$ cat src/rtl/pe_pkg.sv
// Shared types and constants for the PE fan-out path.
package pe_pkg;

  typedef enum logic [1:0] {
    BC_IDLE,
    BC_FWD_WAIT,
    BC_SEND,
    BC_BACKOFF
  } bcast_state_t;

  localparam int BC_PORTS = 4;
  localparam int BC_TMR_W = 4;

  // Timer load value for a delay of cyc cycles; zero-cycle delays bypass the timer.
  function automatic logic [BC_TMR_W-1:0] bc_tmr_load(input int unsigned cyc);
    return (cyc == 0) ? '0 : BC_TMR_W'(cyc - 1);
  endfunction

endpackage

$ cat src/rtl/bc_delay_timer.sv
// Loadable down-counter shared by the forward-latency and backoff waits.
module bc_delay_timer
  import pe_pkg::*;
(
  input  logic                clk,
  input  logic                rst,
  input  logic                load_i,
  input  logic [BC_TMR_W-1:0] load_val_i,
  input  logic                dec_i,
  output logic [BC_TMR_W-1:0] value_o,
  output logic                zero_o
);

  logic [BC_TMR_W-1:0] value_q, value_d;
  logic                zero_q;

  // Load wins over decrement; decrement saturates at zero.
  always_comb begin
    value_d = value_q;
    if (load_i) begin
      value_d = load_val_i;
    end else if (dec_i && (value_q != '0)) begin
      value_d = value_q - BC_TMR_W'(1);
    end
  end

  always_ff @(posedge clk) begin
    if (rst) begin
      value_q <= '0;
      zero_q  <= 1'b1;
    end else begin
      value_q <= value_d;
      zero_q  <= (value_d == '0);
    end
  end

  assign value_o = value_q;
  assign zero_o  = zero_q;

endmodule

$ cat src/rtl/copy4_bcast_ctrl.sv
// 1-to-4 broadcast sequencer: capture one packet, wait, offer it to the masked
// consumers with independent handshakes, back off, then accept the next one.
module copy4_bcast_ctrl
  import pe_pkg::*;
#(
  parameter int unsigned WIDTH  = 4,
  parameter int unsigned FL_CYC = 2,
  parameter int unsigned BL_CYC = 1,
  parameter int unsigned CNT_W  = 16
) (
  input  logic                clk,
  input  logic                rst,
  input  logic                in_valid,
  output logic                in_ready,
  input  logic [WIDTH-1:0]    in_data,
  input  logic [BC_PORTS-1:0] in_mask,
  output logic [WIDTH-1:0]    out_data,
  output logic [BC_PORTS-1:0] out_valid,
  input  logic [BC_PORTS-1:0] out_ready,
  output logic                busy,
  output logic [CNT_W-1:0]    pkt_cnt,
  output logic [CNT_W-1:0]    drop_cnt
);

  localparam logic [BC_TMR_W-1:0] FL_LOAD = bc_tmr_load(FL_CYC);
  localparam logic [BC_TMR_W-1:0] BL_LOAD = bc_tmr_load(BL_CYC);

  bcast_state_t        state_q, state_d;
  logic [BC_PORTS-1:0] pending_q, pending_d;
  logic [BC_PORTS-1:0] out_valid_q, out_valid_d;
  logic [WIDTH-1:0]    data_q, data_d;
  logic                in_ready_q, in_ready_d;
  logic                busy_q, busy_d;
  logic [CNT_W-1:0]    pkt_cnt_q, pkt_cnt_d;
  logic [CNT_W-1:0]    drop_cnt_q, drop_cnt_d;
  logic [BC_PORTS-1:0] hs;

  logic                tmr_load;
  logic [BC_TMR_W-1:0] tmr_load_val;
  logic                tmr_dec;
  logic [BC_TMR_W-1:0] tmr_value;
  logic                tmr_zero;

  bc_delay_timer u_timer (
    .clk        (clk),
    .rst        (rst),
    .load_i     (tmr_load),
    .load_val_i (tmr_load_val),
    .dec_i      (tmr_dec),
    .value_o    (tmr_value),
    .zero_o     (tmr_zero)
  );

  always_comb begin
    state_d      = state_q;
    pending_d    = pending_q;
    data_d       = data_q;
    pkt_cnt_d    = pkt_cnt_q;
    drop_cnt_d   = drop_cnt_q;
    tmr_load     = 1'b0;
    tmr_load_val = '0;
    tmr_dec      = 1'b0;
    hs           = out_valid_q & out_ready & pending_q;

    case (state_q)
      BC_IDLE: begin
        if (in_valid && in_ready_q) begin
          data_d    = in_data;
          pending_d = in_mask;
          if (in_mask == '0) begin
            drop_cnt_d = drop_cnt_q + CNT_W'(1);
            if (BL_CYC != 0) begin
              state_d      = BC_BACKOFF;
              tmr_load     = 1'b1;
              tmr_load_val = BL_LOAD;
            end
          end else if (FL_CYC == 0) begin
            state_d = BC_SEND;
          end else begin
            state_d      = BC_FWD_WAIT;
            tmr_load     = 1'b1;
            tmr_load_val = FL_LOAD;
          end
        end
      end
      BC_FWD_WAIT: begin
        tmr_dec = (tmr_value != '0);
        if (tmr_zero) state_d = BC_SEND;
      end
      BC_SEND: begin
        // Each accepted bit retires independently; the last one completes the packet.
        pending_d = pending_q & ~hs;
        if (pending_d == '0) begin
          pkt_cnt_d = pkt_cnt_q + CNT_W'(1);
          if (BL_CYC == 0) begin
            state_d = BC_IDLE;
          end else begin
            state_d      = BC_BACKOFF;
            tmr_load     = 1'b1;
            tmr_load_val = BL_LOAD;
          end
        end
      end
      BC_BACKOFF: begin
        tmr_dec = (tmr_value != '0);
        if (tmr_zero) state_d = BC_IDLE;
      end
      default: state_d = BC_IDLE;
    endcase

    out_valid_d = (state_d == BC_SEND) ? pending_d : '0;
    in_ready_d  = (state_d == BC_IDLE);
    busy_d      = (state_d != BC_IDLE);
  end

  // in_ready resets low and rises one cycle later, once IDLE is re-entered.
  always_ff @(posedge clk) begin
    if (rst) begin
      state_q     <= BC_IDLE;
      pending_q   <= '0;
      out_valid_q <= '0;
      data_q      <= '0;
      in_ready_q  <= 1'b0;
      busy_q      <= 1'b0;
      pkt_cnt_q   <= '0;
      drop_cnt_q  <= '0;
    end else begin
      state_q     <= state_d;
      pending_q   <= pending_d;
      out_valid_q <= out_valid_d;
      data_q      <= data_d;
      in_ready_q  <= in_ready_d;
      busy_q      <= busy_d;
      pkt_cnt_q   <= pkt_cnt_d;
      drop_cnt_q  <= drop_cnt_d;
    end
  end

  assign in_ready  = in_ready_q;
  assign out_data  = data_q;
  assign out_valid = out_valid_q;
  assign busy      = busy_q;
  assign pkt_cnt   = pkt_cnt_q;
  assign drop_cnt  = drop_cnt_q;

endmodule

$ cat config.mk
export PLATFORM = sky130hd
export DESIGN_NAME = copy4_bcast_ctrl
export DESIGN_NICKNAME = d
export VERILOG_FILES = /design/src/rtl/pe_pkg.sv /design/src/rtl/bc_delay_timer.sv /design/src/rtl/copy4_bcast_ctrl.sv
export SDC_FILE = /design/constraint.sdc
export NUM_CORES = 1
export LEC_CHECK = 0
export BUFFER_PORTS_ARGS = -buffer_cell sky130_fd_sc_hd__buf_2
export CORE_MARGIN = 2
export CORE_UTILIZATION = 58
export CTS_BUF_LIST = sky130_fd_sc_hd__clkbuf_16
export DETAILED_ROUTE_END_ITERATION = 10
export GPL_TIMING_DRIVEN = 0
export PLACE_DENSITY = 0.85
export SLEW_MARGIN = 20
export SYNTH_ARGS = -nofsm -noshare
export SYNTH_HDL_FRONTEND = slang
export SYNTH_HIERARCHICAL = 1
export SYNTH_SLANG_ARGS = --single-unit
export TNS_END_PERCENT = 5
$ cat constraint.sdc
create_clock -name clk -period 4.2 [get_ports clk]
set_clock_uncertainty 0.15 [all_clocks]
set_input_delay 0.42 -clock clk [delete_from_list [all_inputs] [get_ports clk]]
set_output_delay 0.42 -clock clk [all_outputs]
set_load 0.02 [all_outputs]
Yosys cells after proc, flatten, opt, wreduce, memory -nomap -nowiden. Cells that the tools add are included.

Logic and storage cells: 53. Input bits: 15. Output and inout bits: 42. Flip-flop bits (word level): 53.

Reduce and logical (&&, ||, !) cells: 14. Add/sub/neg operators: 3. Muxes and demuxes: 17. Equal/unequal tests: 4. Bitwise operators: 5.

Operators with widths (count): adder 16 x 1 -> 16 bit (second input constant) (2); AND 4 bit (3); logical NOT 4 bit (3); two-way mux 4 bit (3); two-way mux 2 bit (5); case mux 2 bit (4 select lines) (1); case mux 4 bit (2 select lines) (1); equality test 2 bit (second input constant) (3); two-way mux 1 bit (6); logical NOT 2 bit (2); NOT 4 bit (1); AND reduction 2 bit (2); nonzero test 4 bit (1); OR reduction 2 bit (2); subtractor 4 x 1 -> 4 bit (second input constant) (1); AND reduction 3 bit (1); equality test 2 x 1 -> 1 bit (second input constant) (1); logical AND 1 bit (2); case mux 1 bit (2 select lines) (1); nonzero test 2 bit (1); NOT 1 bit (1).

Logic depth before layout (Yosys ltp).
Depth after elaboration: 10. Depth in mapped cells: 9. Mapped depth without buffers: 7.

Cells and area by module. Netlist, hierarchy kept.

Modules (own cells, without submodules): copy4_bcast_ctrl (area each 2250.9 µm², seq. area each 960.9 µm², cells an instance 269, instances 1); bc_delay_timer (area each 292.8 µm², seq. area each 100.1 µm², cells an instance 30, instances 1).

Worst setup path before layout. OpenSTA, ideal clock, no wires.

Path kind: register to register. From: register out_valid_q[1], in the netlist out_valid[1]. To: register u_timer.zero_q, in the netlist u_timer/zero_o. Library setup time: 0.088 ns. Data arrival time: 2.432 ns. Setup slack: 1.530 ns. Path buffers: 2. Clock period less this slack: 2.670 ns. Data required time: 3.962 ns. Cell stages (with the launch flop): 9. Cell sequence: dfxtp_1 > a21boi_0 > a2111o_1 > clkbuf_1 > clkbuf_1 > o21ai_0 > nor3_1 > a311o_1 > nor4_2.

Longest elaborated chain between the ends: 9.

Ends and longest elaborated chain: from (decl) (line copy4_bcast_ctrl.sv:30) `logic [BC_PORTS-1:0] out_valid_q, out_valid_d;`; from (signal assigned) (line copy4_bcast_ctrl.sv:130) `out_valid_q <= out_valid_d;`; AND 4 bit (2 in a row) (line copy4_bcast_ctrl.sv:63) `hs = out_valid_q & out_ready & pending_q;`; NOT 4 bit (line copy4_bcast_ctrl.sv:92) `pending_d = pending_q & ~hs;`; AND 4 bit (line copy4_bcast_ctrl.sv:92); logical NOT 4 bit (line copy4_bcast_ctrl.sv:93) `if (pending_d == '0) begin`; two-way mux 1 bit (line copy4_bcast_ctrl.sv:93); case mux 1 bit (2 select lines) (line copy4_bcast_ctrl.sv:65) `case (state_q)`; via tmr_load (line copy4_bcast_ctrl.sv:38) `logic tmr_load;`; two-way mux 4 bit (line bc_delay_timer.sv:20) `if (load_i) begin`; logical NOT 4 bit (line bc_delay_timer.sv:33) `zero_q <= (value_d == '0);`; to (signal assigned) (line bc_delay_timer.sv:33); to (decl) (line bc_delay_timer.sv:15) `logic zero_q;`.

The timed path passes the listed nets, and every way through them passes these cells. A chain may end at the register's enable or synchronous reset.

Worst setup path in the final report.
From: register pending_q[1]. To: register u_timer.zero_q, in the netlist u_timer/zero_o.

Longest elaborated chain between the ends: 8.

Ends and longest elaborated chain: from (decl) (line copy4_bcast_ctrl.sv:29) `logic [BC_PORTS-1:0] pending_q, pending_d;`; from (signal assigned) (line copy4_bcast_ctrl.sv:129) `pending_q <= pending_d;`; AND 4 bit (line copy4_bcast_ctrl.sv:63); NOT 4 bit (line copy4_bcast_ctrl.sv:92); AND 4 bit * (line copy4_bcast_ctrl.sv:92); logical NOT 4 bit * (line copy4_bcast_ctrl.sv:93); two-way mux 1 bit * (line copy4_bcast_ctrl.sv:93); case mux 1 bit (2 select lines) * (line copy4_bcast_ctrl.sv:65); via tmr_load (line copy4_bcast_ctrl.sv:38); two-way mux 4 bit * (line bc_delay_timer.sv:20); logical NOT 4 bit * (line bc_delay_timer.sv:33).

The timed path passes the listed nets; every way through them passes the cells marked *.

==> out/metrics.yaml <==
run_status:
  status: "completed"
routing:
  drt_iter0_drc: 150
  dr.pass1.iters: 4
  via_per_inst: 6.15
  drt-total-wl_um: 6280
  vias: 2557
  ant_nets: 0
  drc: 0
  wl_per_cell_um: 15.1
job:
  drv_cap: 0
synthesis:
  seq_area_frac_synth_pct: 41.7
  synthesis.area_um2: 2540
  synth-seq-cells: 53
  ys.warnings.count: 6
  synth_cell_types: 45
  synth_top_area_share_pct: 41.7
  synth.area.top_cells: "dfxtp_1 (42%), a21oi_1 (6.5%), or4_1 (4.7%)"
  yosys.area.top_type: "dfxtp_1"
  netlist_instances: 299
  syn_avg_cell_area_um2: 8.51
sta:
  setup_viol: 0
  timing.final.crit_period_ns: 3.11
  rsz0062_at_grt: "false"
  worst_slew_margin_rel_pct: 59.2
  worst_slew_pin_slew_ns: 0.606
  drv_slew: 0
  hold_violations: 0
  fmax_mhz: 321
  finalWorstSetupSlack_ns: 1.09
  fin_setup_tns_ns: 0
  hold-worst-slack_ns: 0.216
  post-route-period-util_pct: 74.1
die:
  fp-row-count: 24
  die_w_um: 70.2
  core_area_um2: 4290
  floorplan.initialDensity_pct: 59.2
  die_area_um2: 4930
  die_h_um: 70.2
  io_pins: 57
clocking:
  clockBufferDepth: 2
  clock-sinks: 53
  clkSlewWorstSetupHoldPaths_ns: 0.06
  htree_levels: 2
  root_buffer: "clkbuf_16"
  numCtsBuffers: 5
  cts_setup_buffers: 0
  worstSkewPairLatency_ns: 0.28
  cts_hold_buf: 0
  cts-resized-gates: 0
  cts_tree: "built"
power:
  p_leak_nw: 1.17
  p_per_area_nw_per_um2: 438
  peakVddDrop_uv: 236
setup_path:
  worst_path_largest_cell_delay_ns: 0.55
  r2r_end: "u_timer/zero_o"
  cp_top_family: "compound AO/OA/AOI/OAI gates"
  cp_slowest_cell: "o21ai_0"
  critPathRequiredTime_ns: 4.23
  cp.depth: 9
  cp_cell_sequence: "a21boi_0 > a2111o_1 > clkbuf_1 > clkbuf_1 > o21ai_0 > inv_1 > o21ai_0 > a21oi_1 > nor4_2"
  critPathLaunch: "pending_q[1]"
  reg2reg_slack_ns: 1.09
  critPathCaptureType: "flop"
  path_max_fanout: 10
  critPathLaunchType: "flop"
  crit_type: "flop to flop"
  r2r.worst_path.cells: 9
  path_buf_inv: 3
  crit_end: "u_timer/zero_o"
  cp.arrival_ns: 3.15
  rr_startpoint: "pending_q[1]"
place:
  routabilityCongestion: 0.864
  dp_cells: 409
  hpwl_um: 4420
  io_buffers: 56
  pre_cts_ws_ns: 1.06
layout:
  fin_cells: 416
  nNetsFinal: 382
  final_cell_mix: "buf_2 (58), dfxtp_1 (53), a21oi_1 (33)"
  diodes: 0
  drive_gt1_share_pct: 20.1
  seq_area_um2: 1060
  multiInputGateArea_um2: 1390
  areaGrowthSynthToFinish_pct: 19.1
  mostFrequentLayoutCell: "buf_2"
  final.fill_count: 360
global_routing:
  grt_usage_pct: 26.1
  overflow: 0
  grt_max_degree: 15
  grt_pass1_wl_um: 10400
  antenna_found_initial: 0
  grt_pass1_vias: 2302
hold_path:
  hp-class: "input port to flop"
[tightest hold or removal path: cells and delay by family]
| kind | cells | cell delay [ns] |
|---|---|---|
| simple gates | 1 | 0.04 |
| compound gates | 1 | 0.05 |
| buf+inv | 1 | 0.09 |
[layout make-up]
cell class	instances	area share, %
sequential	53	35.0
tap	52	2.15
multi-input combinational	223	46.0
inverter	11	1.36
buffer	14	1.82
timing repair buffer	56	9.25
clock buffer	5	4.13
clock inverter	2	0.248
[logic make-up (layout without fill, tap and decap cells)]
logic type,Yosys count,after routing,synth area share [%]
and+or+nand+nor,119,119,26.9
xor gates and xnor gates,5,5,1.72
AOI/OAI and AO/OA,90,90,23.0
other,1,3,0.147
adders and majority gates,3,3,1.48
DFF,53,53,41.7
buffers and inverters,25,88,3.79
muxes,3,3,1.28
[worst min path at each step]
stage | cells after the start | startpoint | end | slack, ns
after floorplan | 2 | u_timer/zero_o | in_ready | 0.34
after global placement | 2 | out_data[1] | out_data[1] | 0.29
after detailed placement | 2 | out_data[1] | out_data[1] | 0.30
after CTS | 3 | in_data[3] | out_data[3] | 0.22
after global routing | 3 | in_data[3] | out_data[3] | 0.23
final | 3 | in_data[3] | out_data[3] | 0.22
[cell usage after synthesis, drive strengths merged]
cell type and n:
nor4 4, clkbuf 12, or3b 1, nand4 10, inv 11, a311oi 1
o21ai 17, a21oi 33, mux2 2, o41a 1, a2bb2oi 1, and3b 1
nand3 14, nand2 25, a22oi 4, buf 2, dfxtp 53, nor2b 2
mux2i 1, xor2 4, and3 3, nor4b 1, or4 17, nor2 17
a21o 2, ha 3, nor4bb 2, a21boi 7, nand2b 1, and4b 1
or3 10, o31ai 15, conb 1, xnor2 1, a211oi 1, o21a 4
and2 2, a2111o 1, and4 3, a311o 1, a2111oi 1, a221o 1
nor3 5
[power breakdown]
part	switching (mW)	internal (mW)
clock	0.167	0.213
sequential	0.0382	0.545
combinational	0.236	0.126
[metrics by stage]
step / utilization (%) / total power, mW / cell area [um^2]
2_1_floorplan: - / 0.844 / 2550
3_3_place_gp: 67.5 / 0.935 / 2900
3_5_place_dp: 67.5 / 0.946 / 2900
4_1_cts: 70.5 / 1.32 / 3030
5_1_grt: 70.5 / 1.39 / 3030
6_report: 70.5 / 1.33 / 3030
[layer usage]
layer  GRT usage [%]  part of all wire, %  vias up
li1                -                    -     1251
met1            34.3                   43     1208
met2            43.0                   49       89
met3            4.62                  6.4        9
met4            8.97                  1.5        0
met5               0                    0        -
[sequential cells by signal (all words and copies together) (netlist names)]
signal,count
u_timer/value_o,4
busy,1
drop_cnt,16
out_data,4
pkt_cnt,16
pending_q,4
out_valid,4
state_q,2
in_ready,1
u_timer/zero_o,1
Power figures use the tool's default switching activity.
